===== src/rtl/mc_arb_pkg.sv =====
// mc_arb_pkg: shared state type, width helpers and defaults for the
// memory-controller command arbiters (write-side burst arbiter and the
// read-return arbiter both pull from here).
package mc_arb_pkg;

  typedef enum logic [0:0] {
    IDLE = 1'b0,
    XFER = 1'b1
  } arb_state_e;

  // Default watchdog limit, in stalled XFER cycles.
  localparam int TIMEOUT_DEFAULT = 64;

  // Width of a burst-length field able to hold 0..burst_max.
  function automatic int len_width(input int burst_max);
    return $clog2(burst_max + 1);
  endfunction

  // Width of an encoded requester index (never narrower than 1 bit).
  function automatic int id_width(input int num_req);
    return (num_req > 1) ? $clog2(num_req) : 1;
  endfunction

endpackage


===== src/rtl/mc_cmd_wr_arb_if.sv =====
// mc_cmd_wr_arb_if: requester-side and FIFO-write-side signals of the
// command write arbiter. master = requesters + FIFO (drive vld/len/data and
// full/afull), slave = the arbiter (drives rdy, FIFO write, status).
interface mc_cmd_wr_arb_if
  import mc_arb_pkg::*;
#(
  parameter int NUM_REQ    = 4,
  parameter int DATA_WIDTH = 32,
  parameter int BURST_MAX  = 8
);
  localparam int LEN_WIDTH = len_width(BURST_MAX);
  localparam int ID_WIDTH  = id_width(NUM_REQ);

  logic [NUM_REQ-1:0]            req_vld;
  logic [NUM_REQ*LEN_WIDTH-1:0]  req_len;
  logic [NUM_REQ*DATA_WIDTH-1:0] req_data;
  logic [NUM_REQ-1:0]            req_rdy;
  logic                          fifo_wr_en;
  logic [DATA_WIDTH-1:0]         fifo_wr_data;
  logic                          fifo_full;
  logic                          fifo_afull;
  logic [ID_WIDTH-1:0]           gnt_id;
  logic                          busy;
  logic                          arb_err;

  modport master (
    output req_vld, req_len, req_data, fifo_full, fifo_afull,
    input  req_rdy, fifo_wr_en, fifo_wr_data, gnt_id, busy, arb_err
  );

  modport slave (
    input  req_vld, req_len, req_data, fifo_full, fifo_afull,
    output req_rdy, fifo_wr_en, fifo_wr_data, gnt_id, busy, arb_err
  );

endinterface


===== src/rtl/mc_rr_pick.sv =====
// mc_rr_pick: combinational round-robin picker; first set request searching
//   circularly from i_ptr+1. Zero latency, no state, no backpressure.
// Ports: i_req (request vector), i_ptr (last winner), o_gnt_oh (one-hot
//   winner), o_gnt_idx (encoded winner), o_any (any request set).
module mc_rr_pick
  import mc_arb_pkg::*;
#(
  parameter int NUM_REQ  = 4,
  parameter int ID_WIDTH = id_width(NUM_REQ)
) (
  input  logic [NUM_REQ-1:0]  i_req,
  input  logic [ID_WIDTH-1:0] i_ptr,
  output logic [NUM_REQ-1:0]  o_gnt_oh,
  output logic [ID_WIDTH-1:0] o_gnt_idx,
  output logic                o_any
);

  logic w_found;

  // Two linear passes replace a modulo search: indices above the pointer
  // come first, then the wrap-around range 0..ptr.
  always_comb begin
    o_gnt_oh  = '0;
    o_gnt_idx = '0;
    w_found   = 1'b0;
    for (int i = 0; i < NUM_REQ; i++) begin
      if (!w_found && i_req[i] && (ID_WIDTH'(i) > i_ptr)) begin
        w_found     = 1'b1;
        o_gnt_oh[i] = 1'b1;
        o_gnt_idx   = ID_WIDTH'(i);
      end
    end
    for (int i = 0; i < NUM_REQ; i++) begin
      if (!w_found && i_req[i] && (ID_WIDTH'(i) <= i_ptr)) begin
        w_found     = 1'b1;
        o_gnt_oh[i] = 1'b1;
        o_gnt_idx   = ID_WIDTH'(i);
      end
    end
  end

  assign o_any = |i_req;

endmodule


===== src/rtl/mc_cmd_wr_arb.sv =====
// mc_cmd_wr_arb: round-robin burst arbiter onto the command FIFO write port.
// Latency: grant one edge after req_vld seen in IDLE; 1 beat/cycle, 1 bubble per burst.
// Backpressure: fifo_full stalls beats (req_rdy low), fifo_afull blocks new grants only.
// Ports: wr_clk, wr_rst_n (async active-low); bus (slave modport) carries
//   req_vld/len/data/rdy, fifo_wr_en/wr_data/full/afull, gnt_id, busy, arb_err.
// Optional: define MC_ARB_TIMEOUT_EN to build the stalled-grantee watchdog.
module mc_cmd_wr_arb
  import mc_arb_pkg::*;
#(
  parameter int NUM_REQ    = 4,
  parameter int DATA_WIDTH = 32,
  parameter int BURST_MAX  = 8,
  parameter int TIMEOUT    = TIMEOUT_DEFAULT
) (
  input  logic             wr_clk,
  input  logic             wr_rst_n,
  mc_cmd_wr_arb_if.slave   bus
);

  localparam int LEN_WIDTH = len_width(BURST_MAX);
  localparam int ID_WIDTH  = id_width(NUM_REQ);

  arb_state_e            r_state, w_state_nxt;
  logic [ID_WIDTH-1:0]   r_gnt_id;
  logic [ID_WIDTH-1:0]   r_rr_ptr;
  logic [LEN_WIDTH-1:0]  r_beat_cnt;

  logic [NUM_REQ-1:0]    w_win_oh;
  logic [ID_WIDTH-1:0]   w_win_idx;
  logic                  w_any;
  logic [LEN_WIDTH-1:0]  w_len_raw, w_len_clamp;
  logic [NUM_REQ-1:0]    w_gnt_oh;
  logic                  w_gnt_vld;
  logic [DATA_WIDTH-1:0] w_gnt_data;
  logic                  w_grant, w_beat, w_timeout;
  logic [NUM_REQ-1:0]    w_rdy;
  logic [DATA_WIDTH-1:0] w_wr_data;

  mc_rr_pick #(.NUM_REQ(NUM_REQ), .ID_WIDTH(ID_WIDTH)) u_pick (
    .i_req     (bus.req_vld),
    .i_ptr     (r_rr_ptr),
    .o_gnt_oh  (w_win_oh),
    .o_gnt_idx (w_win_idx),
    .o_any     (w_any)
  );

  // Length of the would-be winner, forced into 1..BURST_MAX.
  always_comb begin
    w_len_raw = '0;
    for (int i = 0; i < NUM_REQ; i++) begin
      if (w_win_oh[i]) w_len_raw = bus.req_len[i*LEN_WIDTH +: LEN_WIDTH];
    end
    w_len_clamp = w_len_raw;
    if (w_len_raw == '0)
      w_len_clamp = LEN_WIDTH'(1);
    else if (w_len_raw > LEN_WIDTH'(BURST_MAX))
      w_len_clamp = LEN_WIDTH'(BURST_MAX);
  end

  // Current grantee's valid and data.
  always_comb begin
    w_gnt_oh   = '0;
    w_gnt_vld  = 1'b0;
    w_gnt_data = '0;
    for (int i = 0; i < NUM_REQ; i++) begin
      if (ID_WIDTH'(i) == r_gnt_id) begin
        w_gnt_oh[i] = 1'b1;
        w_gnt_vld   = bus.req_vld[i];
        w_gnt_data  = bus.req_data[i*DATA_WIDTH +: DATA_WIDTH];
      end
    end
  end

  always_comb begin
    w_state_nxt = r_state;
    w_grant     = 1'b0;
    w_beat      = 1'b0;
    w_rdy       = '0;
    w_wr_data   = '0;
    case (r_state)
      IDLE: begin
        if (w_any && !bus.fifo_afull) begin
          w_grant     = 1'b1;
          w_state_nxt = XFER;
        end
      end
      XFER: begin
        w_rdy  = w_gnt_oh & {NUM_REQ{~bus.fifo_full}};
        w_beat = w_gnt_vld & ~bus.fifo_full;
        if (w_beat) w_wr_data = w_gnt_data;
        if ((w_beat && (r_beat_cnt == LEN_WIDTH'(1))) || w_timeout)
          w_state_nxt = IDLE;
      end
      default: w_state_nxt = IDLE;
    endcase
  end

  always_ff @(posedge wr_clk or negedge wr_rst_n) begin
    if (!wr_rst_n) begin
      r_state    <= IDLE;
      r_gnt_id   <= '0;
      r_rr_ptr   <= ID_WIDTH'(NUM_REQ - 1);
      r_beat_cnt <= '0;
    end else begin
      r_state <= w_state_nxt;
      if (w_grant) begin
        r_gnt_id   <= w_win_idx;
        r_rr_ptr   <= w_win_idx;
        r_beat_cnt <= w_len_clamp;
      end else if (w_timeout) begin
        r_beat_cnt <= '0;
      end else if (w_beat) begin
        r_beat_cnt <= r_beat_cnt - 1'b1;
      end
    end
  end

`ifdef MC_ARB_TIMEOUT_EN
  localparam int IDLE_W = $clog2(TIMEOUT + 1);
  logic [IDLE_W-1:0] r_idle_cnt;
  logic              r_arb_err;
  logic              w_stall;

  // Only a grantee with nothing to send counts; a full FIFO is not its fault.
  assign w_stall   = (r_state == XFER) && !w_gnt_vld && !bus.fifo_full;
  assign w_timeout = w_stall && (r_idle_cnt == IDLE_W'(TIMEOUT - 1));

  always_ff @(posedge wr_clk or negedge wr_rst_n) begin
    if (!wr_rst_n) begin
      r_idle_cnt <= '0;
      r_arb_err  <= 1'b0;
    end else begin
      if (w_timeout || w_beat || w_grant) r_idle_cnt <= '0;
      else if (w_stall)                   r_idle_cnt <= r_idle_cnt + 1'b1;
      if (w_timeout) r_arb_err <= 1'b1;
    end
  end

  assign bus.arb_err = r_arb_err;
`else
  assign w_timeout   = 1'b0;
  assign bus.arb_err = 1'b0;
`endif

  assign bus.req_rdy      = w_rdy;
  assign bus.fifo_wr_en   = w_beat;
  assign bus.fifo_wr_data = w_wr_data;
  assign bus.gnt_id       = r_gnt_id;
  assign bus.busy         = (r_state == XFER);

endmodule

===== src/flat_wrapper.sv =====
// flat-port wrapper written by rule: the top's interface ports become plain ports
module mc_cmd_wr_arb_flat import mc_arb_pkg::*;
#(
  parameter int NUM_REQ    = 4,
  parameter int DATA_WIDTH = 32,
  parameter int BURST_MAX  = 8,
  parameter int TIMEOUT    = TIMEOUT_DEFAULT
)
  (wr_clk, wr_rst_n, bus_req_vld, bus_req_len, bus_req_data, bus_fifo_full, bus_fifo_afull, bus_req_rdy, bus_fifo_wr_en, bus_fifo_wr_data, bus_gnt_id, bus_busy, bus_arb_err);
  mc_cmd_wr_arb_if #(.NUM_REQ(NUM_REQ), .DATA_WIDTH(DATA_WIDTH), .BURST_MAX(BURST_MAX)) bus_i ();
  input  logic wr_clk;
  input  logic wr_rst_n;
  input wire logic [$bits(bus_i.req_vld)-1:0] bus_req_vld;
  input wire logic [$bits(bus_i.req_len)-1:0] bus_req_len;
  input wire logic [$bits(bus_i.req_data)-1:0] bus_req_data;
  input wire logic [$bits(bus_i.fifo_full)-1:0] bus_fifo_full;
  input wire logic [$bits(bus_i.fifo_afull)-1:0] bus_fifo_afull;
  output wire logic [$bits(bus_i.req_rdy)-1:0] bus_req_rdy;
  output wire logic [$bits(bus_i.fifo_wr_en)-1:0] bus_fifo_wr_en;
  output wire logic [$bits(bus_i.fifo_wr_data)-1:0] bus_fifo_wr_data;
  output wire logic [$bits(bus_i.gnt_id)-1:0] bus_gnt_id;
  output wire logic [$bits(bus_i.busy)-1:0] bus_busy;
  output wire logic [$bits(bus_i.arb_err)-1:0] bus_arb_err;
  assign bus_i.req_vld = bus_req_vld;
  assign bus_i.req_len = bus_req_len;
  assign bus_i.req_data = bus_req_data;
  assign bus_i.fifo_full = bus_fifo_full;
  assign bus_i.fifo_afull = bus_fifo_afull;
  assign bus_req_rdy = bus_i.req_rdy;
  assign bus_fifo_wr_en = bus_i.fifo_wr_en;
  assign bus_fifo_wr_data = bus_i.fifo_wr_data;
  assign bus_gnt_id = bus_i.gnt_id;
  assign bus_busy = bus_i.busy;
  assign bus_arb_err = bus_i.arb_err;
  mc_cmd_wr_arb #(.NUM_REQ(NUM_REQ), .DATA_WIDTH(DATA_WIDTH), .BURST_MAX(BURST_MAX), .TIMEOUT(TIMEOUT)) u_core (.wr_clk(wr_clk), .wr_rst_n(wr_rst_n), .bus(bus_i));
endmodule

===== config.mk =====
export PLATFORM = sky130hd
export DESIGN_NAME = mc_cmd_wr_arb_flat
export DESIGN_NICKNAME = d
export VERILOG_FILES = /design/src/rtl/mc_arb_pkg.sv /design/src/rtl/mc_cmd_wr_arb_if.sv /design/src/rtl/mc_rr_pick.sv /design/src/rtl/mc_cmd_wr_arb.sv /design/src/flat_wrapper.sv
export SDC_FILE = /design/constraint.sdc
export NUM_CORES = 1
export LEC_CHECK = 0
export CORE_ASPECT_RATIO = 0.5
export CORE_MARGIN = 2
export CORE_UTILIZATION = 29
export DETAILED_ROUTE_END_ITERATION = 12
export HOLD_SLACK_MARGIN = 0.06
export PLACE_DENSITY = 0.82
export REMOVE_ABC_BUFFERS = 1
export SYNTH_ARGS = -nofsm -noshare
export SYNTH_HDL_FRONTEND = slang
export SYNTH_SLANG_ARGS = --single-unit

===== constraint.sdc =====
create_clock -name wr_clk -period 3 [get_ports wr_clk]
set_clock_uncertainty 0.15 [all_clocks]
set_input_delay 0.6 -clock wr_clk [delete_from_list [all_inputs] [get_ports wr_clk]]
set_output_delay 0.6 -clock wr_clk [all_outputs]
set_load 0.005 [all_outputs]

==> flow_summary_export.csv, run 1 <==
group,metric,value,unit
run_status,status,"finished, violations left",
run_status,violations,"setup timing",
floorplanning,placementRows,20,
routing,vias,2383,
cts,ctsHoldBuffers,0,
global_routing,grt-ovfl-total,0,
critical_path,crit_arrival,2.26,ns
global_routing,grt_pass1_vias,2370,
sta,rsz0062_at_grt,"yes",
min_path,hold_class,"reg2reg",
placed_design,dp_hpwl,6337,um
cells_and_area,n_antenna_cell,0,
sta,setup_ws,-0.01263,ns
cells_and_area,multi_input_area,1474,sq um
critical_path,required,2.25,ns
global_routing,grt_pass1_wl,12080,um
critical_path,path_max_fanout,8,
global_routing,grt_max_degree,38,
sta,slew_viol_final,0,
cells_and_area,area_growth_syn_to_layout,125.0,%
routing,final_antenna_net_count,0,
critical_path,crit_type,"in2out",
cts,cts.sinks,9,
flow_run,cap_violations,0,
logic_synthesis,synth_ff_type,"dfrtp_1",
routing,routedWlPerCell,18.44,um
sta,max_freq,331.9,MHz
cts,root_buffer,"clkbuf_16",
global_routing,grtUsageTotal,22.62,%
sta,min_period,3.013,ns
cts,htreeDepth,1,
critical_path,cp-start-kind,"primary input",
cts,cts_tree,"yes",
logic_synthesis,synthCells,175,
floorplanning,die_h,59.83,um
floorplanning,initial_core_util,29.86,%
cts,clk_pin_slew,0.04,ns
floorplanning,io_pins,193,
sta,fin_crit_sh,100.4,%
routing,drcViolationCount,0,
cells_and_area,fillers,493,
critical_path,critPathMaxStageDelay,0.50,ns
critical_path,critPathSlowestCell,"mux4_2",
logic_synthesis,synth_edf_count,0,
critical_path,crit_chain,"dlygate4sd2_1, mux4_2, buf_6, buf_16, and3_1, clkdlybuf4s50_1",
power,p_leak,1.867,nW
critical_path,crit_buf_inv,4,
critical_path,cp_top_family,"buffers and inverters",
cts,cts_buffer_depth,2,
routing,drt_pass1_iterations,4,
logic_synthesis,syn_avg_cell_area,10.33,sq um
cts,cts_buffers,3,
sta,finalSetupViolations,10,
logic_synthesis,ys_seq_area_share,12.60,%
routing,drt_wl_total,8409,um
power,power,2.420,mW
floorplanning,core_area,6056,sq um
cells_and_area,finalNonFillerCells,456,
placed_design,routabilityCongestion,0.8919,
cells_and_area,nets,523,
power,p_per_area,595.0,nW/um^2
placed_design,place_inst,447,
logic_synthesis,synth_warnings,0,
global_routing,antenna_found_initial,0,
cells_and_area,drive_above_1_share,17.39,%
power,irDropWorstVdd,0.3450,mV
routing,viasPerCell,5.226,
floorplanning,die_area,6920,sq um
critical_path,r2r_slack,0.67,ns
routing,drt-initial-drc-count,147,
cts,clk_latency,0.23,ns
placed_design,port-buffer-count,191,
sta,hold_viol,0,
cells_and_area,register_area,229.0,sq um
logic_synthesis,syn_area,1808,sq um
critical_path,end_kind,"output port",
logic_synthesis,synth_seq_cells,9,
logic_synthesis,synth.distinct_cells,44,
logic_synthesis,async_reset_ff_share,100.0,%
floorplanning,die_w,115.7,um
-- synthesized netlist by cell type, drive strengths merged, types with 2 or more instances --
cell	instances	share of area [%]
a211oi	3	1.5
nand3	3	1.1
nand2	9	2.3
nor2	10	2.1
o211ai	2	1.1
clkbuf	12	2.5
ha	2	1.4
and3	33	11
nor3	2	0.55
nor3b	2	0.83
dfstp	2	2.9
a21o	4	1.7
dfrtp	7	9.7
a21oi	8	2.2
a221oi	3	1.5
buf	7	2.8
nand2b	2	1.1
o211a	4	2.2
nor2b	3	1.2
mux4	33	41
inv	3	0.76
o21ai	8	2.2
-- repair_timing --
item	4_1_cts	5_1_grt
endpoints found under the setup margin	33	27
setup buffers	2	0
gates cloned	3	0
gates resized for setup	13	13
-- final cells by class --
cell class              instances  area share [%]
clock buffers                   4           1.938
inverters                       3          0.3384
multi-input cells             144           36.23
flip-flops and latches          9           5.629
well taps                      88           2.707
repair buffers                208           53.15
-- cell usage in the layout (no fill, tap or decap), types with 4 or more instances in the layout --
cell / instances
dlymetal6s2s_1: 13
mux4_2: 33
buf_4: 10
nand2_1: 8
o21ai_0: 8
a21oi_1: 8
nor2_1: 10
a21o_1: 4
clkdlybuf4s50_1: 169
dfrtp_1: 6
and3_1: 33
dlygate4sd2_1: 9
o211a_1: 4
-- routing by layer --
layer	up-vias	part of all wire (%)	GRT usage, %	wire (um)
li1	1106	-	-	-
met1	1147	39	26.98	3310
met2	116	53	42.94	4424
met3	14	6.0	3.854	506
met4	0	2.0	6.122	167
met5	-	0	0	0
-- where the power goes --
part	total, mW	internal (mW)	switching (mW)
Sequential	0.285	0.191	0.0941
Clock	0.233	0.177	0.0553
Combinational	1.90	1.17	0.733
Total	2.42	1.54	0.883
-- flip-flops by register name (all words and copies together), names as in the netlist --
signal and cells:
u_core.r_beat_cnt 4, u_core.bus.gnt_id 2, u_core.r_rr_ptr 2, u_core.bus.busy 1
-- worst register-to-register path, cell delays in order (launching register included) --
cell and delay, ns:
dfrtp_2 0.42, mux4_2 0.55, buf_6 0.17, buf_16 0.16, nand2_4 0.08, inv_4 0.03
buf_4 0.14, a21oi_1 0.21, a21oi_1 0.06, o21ai_0 0.09, o221a_1 0.22
-- cell families (layout without fill, tap and decap cells) --
kind of cell,Yosys count,count (layout),share of synthesized area (%)
adder cells (fa/ha/maj),2,2,1.384
AND/OR/NAND/NOR,67,67,21.87
multiplexers,33,33,41.11
flip-flops,9,9,12.60
other,1,1,0.2074
buffers and inverters,22,215,6.021
AO/OA/AOI/OAI,40,40,16.33
XOR/XNOR,1,1,0.4845
-- final timing paths --
check,end,depth (start not counted),from
max,bus_fifo_wr_data[21],6,bus_req_vld[3]
min,u_core.bus.gnt_id[0],1,u_core.bus.gnt_id[0]
max reg2reg,u_core.r_beat_cnt[0],10,u_core.bus.gnt_id[0]
min reg2reg,u_core.bus.gnt_id[0],1,u_core.bus.gnt_id[0]
max in group asynchronous,u_core.r_rr_ptr[1],1,wr_rst_n
min in group asynchronous,u_core.r_beat_cnt[3],1,wr_rst_n
-- per-stage QoR --
stage,setup slack [ns],setup TNS (ns),instance area [sq um],utilization (%),hold WS [ns]
2_1_floorplan,-0.3434,-12.04,1713,-,0.1544
3_3_place_gp,-0.08817,-2.122,3866,63.84,0.3998
3_5_place_dp,-0.1022,-2.531,3866,63.84,0.4192
4_1_cts,0.0006828,0,4035,66.63,0.4277
5_1_grt,-0.06136,-0.5799,4068,67.17,0.4522
6_report,-0.01263,-0.07567,4068,67.17,0.4299
Power figures use the tool's default switching activity.
==> run 2, diff against run 1 <==
--- a/config.mk
+++ b/config.mk
@@ -8,6 +8,7 @@
 export CORE_ASPECT_RATIO = 0.5
 export CORE_MARGIN = 2
 export CORE_UTILIZATION = 29
+export CTS_CLUSTER_DIAMETER = 40
 export DETAILED_ROUTE_END_ITERATION = 12
 export HOLD_SLACK_MARGIN = 0.06
 export PLACE_DENSITY = 0.82
==> results of run 2 <==
Final layout, timing and power as in run 1 (identical DEF).
==> run 3, diff against run 2 <==
--- a/config.mk
+++ b/config.mk
@@ -8,7 +8,6 @@
 export CORE_ASPECT_RATIO = 0.5
 export CORE_MARGIN = 2
 export CORE_UTILIZATION = 29
-export CTS_CLUSTER_DIAMETER = 40
 export DETAILED_ROUTE_END_ITERATION = 12
 export HOLD_SLACK_MARGIN = 0.06
 export PLACE_DENSITY = 0.82
==> results of run 3 <==
Final layout, timing and power as in run 1 (identical DEF).
